--- config.mk ---
export PLATFORM = sky130hd
export DESIGN_NAME = tick_period_meter
export DESIGN_NICKNAME = d
export VERILOG_FILES = /design/src/rtl/tick_meter_pkg.sv /design/src/rtl/sync_edge_det.sv /design/src/rtl/tick_period_meter.sv
export SDC_FILE = /design/constraint.sdc
export NUM_CORES = 1
export LEC_CHECK = 0
export BUFFER_PORTS_ARGS = -buffer_cell sky130_fd_sc_hd__clkbuf_2
export CORE_MARGIN = 1.5
export CORE_UTILIZATION = 50
export CTS_BUF_LIST = sky130_fd_sc_hd__clkbuf_16
export CTS_CLUSTER_DIAMETER = 30
export CTS_CLUSTER_SIZE = 8
export DETAILED_ROUTE_END_ITERATION = 8
export MAX_ROUTING_LAYER = met4
export PLACE_DENSITY = 0.73
export SYNTH_ARGS = -nofsm -noshare
export SYNTH_HDL_FRONTEND = slang
export SYNTH_SLANG_ARGS = --single-unit
--- constraint.sdc ---
create_clock -name clk_i -period 1.8 [get_ports clk_i]
set_clock_uncertainty 0.2 [all_clocks]
set_input_delay 0.09 -clock clk_i [delete_from_list [all_inputs] [get_ports clk_i]]
set_output_delay 0.09 -clock clk_i [all_outputs]
set_load 0.005 [all_outputs]
--- src/rtl/tick_meter_pkg.sv ---
// ---------------------------------------------------------------------------
// tick_meter_pkg
// Shared definitions for the tick period meter: FSM state encoding and the
// lower bound on synchronizer depth, plus a helper that enforces that bound.
// No ports (package).
// ---------------------------------------------------------------------------
package tick_meter_pkg;

    typedef enum logic [1:0] {
        IDLE    = 2'd0,
        ARM     = 2'd1,
        MEASURE = 2'd2
    } state_e;

    // Fewer than two flops gives no meaningful metastability protection.
    localparam int MinSyncStages = 2;

    function automatic int clamp_sync_stages(input int stages);
        return (stages < MinSyncStages) ? MinSyncStages : stages;
    endfunction

endpackage

--- src/rtl/sync_edge_det.sv ---
// ---------------------------------------------------------------------------
// sync_edge_det
// Brings an asynchronous strobe into the clk_i domain through a flop chain
// and flags its rising edges. Reused wherever async strobes enter the design.
//
// Ports:
//   clk_i   in   system clock, rising edge
//   rst_ni  in   asynchronous active-low reset
//   d_i     in   asynchronous input strobe
//   q_o     out  synchronized level (last chain stage)
//   rise_o  out  one-cycle pulse on a synchronized 0->1 transition
// ---------------------------------------------------------------------------
module sync_edge_det
    import tick_meter_pkg::*;
#(
    parameter int SyncStages = 2
) (
    input  logic clk_i,
    input  logic rst_ni,
    input  logic d_i,
    output logic q_o,
    output logic rise_o
);

    localparam int Stages = clamp_sync_stages(SyncStages);

    logic [Stages-1:0] sync_q;
    logic              prev_q;

    // NOTE: the chain is reset to zero so a strobe already high when reset
    // releases is seen as a fresh rising edge rather than silently absorbed.
    always_ff @(posedge clk_i or negedge rst_ni) begin
        if (!rst_ni) begin
            sync_q <= '0;
            prev_q <= 1'b0;
        end else begin
            // NOTE: non-blocking assignments make every stage sample the
            // previous stage's old value, giving a true shift chain.
            sync_q <= {sync_q[Stages-2:0], d_i};
            prev_q <= sync_q[Stages-1];
        end
    end

    assign q_o    = sync_q[Stages-1];
    assign rise_o = sync_q[Stages-1] & ~prev_q;

endmodule

--- src/rtl/tick_period_meter.sv ---
// ---------------------------------------------------------------------------
// tick_period_meter
// Measures clk_i cycles between successive rising edges of tick_i and reports
// (cycles - 1), i.e. the reload value a tick divider would need to produce
// that period. Intervals longer than 2^Width cycles are flagged as overflow.
//
// Ports:
//   clk_i     in   system clock, rising edge
//   rst_ni    in   asynchronous active-low reset
//   en_i      in   measurement enable; low forces IDLE
//   tick_i    in   strobe to measure, may be asynchronous
//   period_o  out  last valid period minus one (Width bits)
//   valid_o   out  one-cycle pulse when period_o updates
//   ovf_o     out  last interval exceeded 2^Width cycles
//   locked_o  out  two consecutive valid measurements were equal
// ---------------------------------------------------------------------------
module tick_period_meter
    import tick_meter_pkg::*;
#(
    parameter int Width      = 6,
    parameter int SyncStages = 2
) (
    input  logic             clk_i,
    input  logic             rst_ni,
    input  logic             en_i,
    input  logic             tick_i,
    output logic [Width-1:0] period_o,
    output logic             valid_o,
    output logic             ovf_o,
    output logic             locked_o
);

    localparam logic [Width-1:0] CntMax = '1;
    localparam logic [Width-1:0] CntOne = Width'(1);

    state_e           state;
    logic [Width-1:0] cnt;
    logic             sat;
    logic             have_prev;  // previous measurement was a valid period
    logic             rise;
    logic             tick_sync;

    sync_edge_det #(
        .SyncStages (SyncStages)
    ) u_sync (
        .clk_i  (clk_i),
        .rst_ni (rst_ni),
        .d_i    (tick_i),
        .q_o    (tick_sync),
        .rise_o (rise)
    );

    // Only the edge pulse is needed here; the level output is left for reuse.
    logic unused_tick_sync;
    assign unused_tick_sync = tick_sync;

    always_ff @(posedge clk_i or negedge rst_ni) begin
        if (!rst_ni) begin
            state     <= IDLE;
            cnt       <= '0;
            sat       <= 1'b0;
            have_prev <= 1'b0;
            period_o  <= '0;
            valid_o   <= 1'b0;
            ovf_o     <= 1'b0;
            locked_o  <= 1'b0;
        end else begin
            valid_o <= 1'b0;

            // Disable beats any coincident edge. period_o and ovf_o keep the
            // last result so software can still read it after stopping.
            if (!en_i) begin
                state     <= IDLE;
                cnt       <= '0;
                sat       <= 1'b0;
                have_prev <= 1'b0;
                locked_o  <= 1'b0;
            end else begin
                unique case (state)
                    IDLE: begin
                        cnt   <= '0;
                        sat   <= 1'b0;
                        state <= ARM;
                    end

                    // First edge only marks the start of an interval.
                    ARM: begin
                        if (rise) begin
                            cnt   <= '0;
                            sat   <= 1'b0;
                            state <= MEASURE;
                        end
                    end

                    MEASURE: begin
                        if (rise) begin
                            if (!sat) begin
                                period_o  <= cnt;
                                valid_o   <= 1'b1;
                                ovf_o     <= 1'b0;
                                locked_o  <= (cnt == period_o) && have_prev;
                                have_prev <= 1'b1;
                            end else begin
                                ovf_o     <= 1'b1;
                                locked_o  <= 1'b0;
                                have_prev <= 1'b0;
                            end
                            cnt <= '0;
                            sat <= 1'b0;
                        end else if (cnt == CntMax) begin
                            // Counter holds at max; sat remembers it overran.
                            sat <= 1'b1;
                        end else begin
                            cnt <= cnt + CntOne;
                        end
                    end

                    default: state <= IDLE;
                endcase
            end
        end
    end

endmodule

==> metrics.csv <==
stage,metric,value,unit
cells_and_area,final_common_cell,dfrtp_1,
clock_tree,cts.sinks,22,
yosys,synthSimpleGateAreaFrac,0.168,
yosys,ys_ff_latch,22,
critical_path,cp_max_fo,5,
job,cap_violations,0,
routing,finalWirelength,2.22,mm
yosys,syn_area,0.00110,mm²
clock_tree,htreeDepth,1,
yosys,yosys_warnings,0,
critical_path,crit_family,compound AO/OA/AOI/OAI gates,
sta,tightest_slew,532,ps
sta,timing.slew.headroom,0.646,
yosys,synthMuxAreaShare,0.102,
status,status,"finished, final reports clean",
sta,max_freq,587,MHz
clock_tree,clk-insertion-delay-late,250,ps
floorplanning,core_area,0.00202,mm²
sta,finalSetupViolCount,0,
yosys,yosysTopAreaCell,dfrtp_1,
cells_and_area,multi_input_area,518,µm²
routing,routedWlPerCell,15.0,µm
floorplanning,die_width,50.0,µm
place,gp_congestion,0.797,
yosys,synth.distinct_cells,40,
cells_and_area,fin_cells,148,
clock_tree,clk_pin_slew_worst_paths,60,ps
grt,antenna_found_initial,0,
cells_and_area,seqCellArea,551,µm²
yosys,synth_fa_ha_area_frac,0.0204,
routing,viasPerCell,5.39,
clock_tree,clockBufferDepth,2,
yosys,synth_compound_area_frac,0.125,
cells_and_area,drive_above_1_share,0.339,
yosys,synth.top_cell.area_share,0.498,
sta,period_minus_slack,1700,ps
yosys,synth_xor_area_frac,0.0476,
power,p_leak,0.696,nW
power,power.density,751,mW/mm²
sta,setup_ws,97.5,ps
yosys,synth_area_leaders,"dfrtp_1 50%, mux2_4 8.2%, xnor2_1 3.2%",
place,placed_area,0.00126,mm²
floorplanning,initial_core_util,0.546,
critical_path,endpoint_kind,flop,
cells_and_area,fill_cells,148,
critical_path,crit_buf_inv,0,
floorplanning,rows,16,
yosys,syn_area_per_cell,11.6,µm²
clock_tree,cts_tree,built,
grt,overflow,0,
sta,final-hold-violation-count,0,
grt,grt_max_degree,23,
yosys,syn_inst,95,
place,io_buffers,12,
power,total_power,0.00103,W
critical_path,startpoint_type,flop,
sta,fin_crit_sh,0.946,
cells_and_area,area_delta_synth_final,24.2,%
place,post-dp-hpwl,1.55,mm
yosys,synth_top_family_by_area,simple AND/OR/NAND/NOR gates,
grt,grt.total_usage,0.207,
routing,vias,798,
critical_path,path_class,flop to flop,
clock_tree,cts_root_buf,clkbuf_16,
yosys,synth-edff-count,0,
sta,whs,144,ps
critical_path,cp.required,1740,ps
cells_and_area,fin_area,0.00137,mm²
clock_tree,postCtsSetupBuffers,0,
place,place_worst_setup_slack,12.4,ps
worst_hold_path,hp-class,input pin to asynchronous set/reset pin,
place,placed_cells,141,
yosys,ys.flop_type,dfrtp_1,
clock_tree,numCtsBuffers,3,
cells_and_area,antenna_cells,0,
power,max-vdd-ir-drop,0.785,mV
routing,drt_iter0_drc,27,
critical_path,path_cells,ha_1 -> nand3_2 -> nor3_1 -> o221a_2 -> a211o_1,
critical_path,critPathSlowestCell,dfrtp_1,
floorplanning,ios,13,
critical_path,cp.arrival,1640,ps
routing,drtPass1Iterations,4,
critical_path,max_stage_delay,370,ps
grt,grt_pass1_vias,788,
routing,antenna_left,0,
yosys,async_reset_ff_frac,1.00,
grt,grt_pass1_wl,3.72,mm
floorplanning,die-area,0.00250,mm²
routing,route.detailed.drc,0,
yosys,syn-num-nets,100,
floorplanning,die_h,50.0,µm
sta,grt_setup_unrepaired,no,
yosys,ys_seq_area_frac,0.498,
cells_and_area,layout_common_cells,"22 x dfrtp_1, 13 x buf_4, 12 x clkbuf_2, 6 x mux2_4, 5 x nand2_1",
sta,slew_violations,0,
cells_and_area,nets,127,
-- routing by layer --
metal | global-route usage | part of all wire | up-vias
met5 | - | 0 | -
met4 | 0.0417 | 0.0032 | 0
met3 | 0.0636 | 0.032 | 2
met2 | 0.340 | 0.50 | 15
met1 | 0.250 | 0.46 | 391
li1 | - | - | 390
-- sequential cells by signal, indices dropped and copies added, names as in the netlist, 2 cells and up --
| signal | flops |
|---|---|
| cnt | 6 |
| period_o | 6 |
| state | 2 |
| u_sync.sync_q | 2 |
-- what timing repair did --
action                                 in CTS  in global routing
setup endpoints to repair                   1                  2
gates resized for setup                     1                  1
hold buffers                                3                  0
endpoints found under the hold margin      24                  0
-- where the power goes --
group	leakage (nW)	switching [W]	internal (W)
clock network	0.0385	0.000170	0.000296
logic	0.359	0.0000327	0.0000263
registers	0.298	0.00000355	0.000502
-- synth_stat cells, types with 3 or more instances --
cell,n
dfrtp_1,22
mux2_4,6
nand2_1,5
nand2b_1,4
nor2b_1,4
xnor2_1,4
nand3_1,3
nor3_1,3
o21a_1,3
o21ai_0,3
-- cells by family (layout without fill, tap and decap cells) --
| logic type | Yosys count | in the layout |
|---|---|---|
| buffers and inverters | 7 | 33 |
| AOI/OAI and AO/OA | 18 | 18 |
| and+or+nand+nor | 32 | 32 |
| DFF | 22 | 22 |
| xor gates and xnor gates | 6 | 6 |
| adders and majority gates | 2 | 2 |
| muxes | 8 | 8 |
-- path summary, 6_finish.rpt --
path	from	end	slack, ps	cells past startpoint
min	rst_ni	state[1]	140	2
max in group asynchronous	rst_ni	period_o[0]	900	2
min in group clk_i	u_sync.sync_q[0]	u_sync.sync_q[1]	150	0
min reg2reg	u_sync.sync_q[0]	u_sync.sync_q[1]	150	0
max reg2reg	cnt[0]	cnt[5]	100	5
max	cnt[0]	cnt[5]	100	5
-- per-stage QoR --
stage               setup TNS (ps)  utilization
floorplan                     -139            -
global placement                 0        0.621
detailed placement               0        0.621
CTS                              0        0.676
global route                     0        0.679
finish                           0        0.679
-- layout make-up --
class                      count  area share
inverter                       1     0.00273
tap                           27      0.0246
clock buffer                   3      0.0547
multi-input combinational     66       0.377
clock inverter                 1     0.00273
timing repair buffer          28       0.137
sequential                    22       0.401
(Power assumes the default switching activity.)
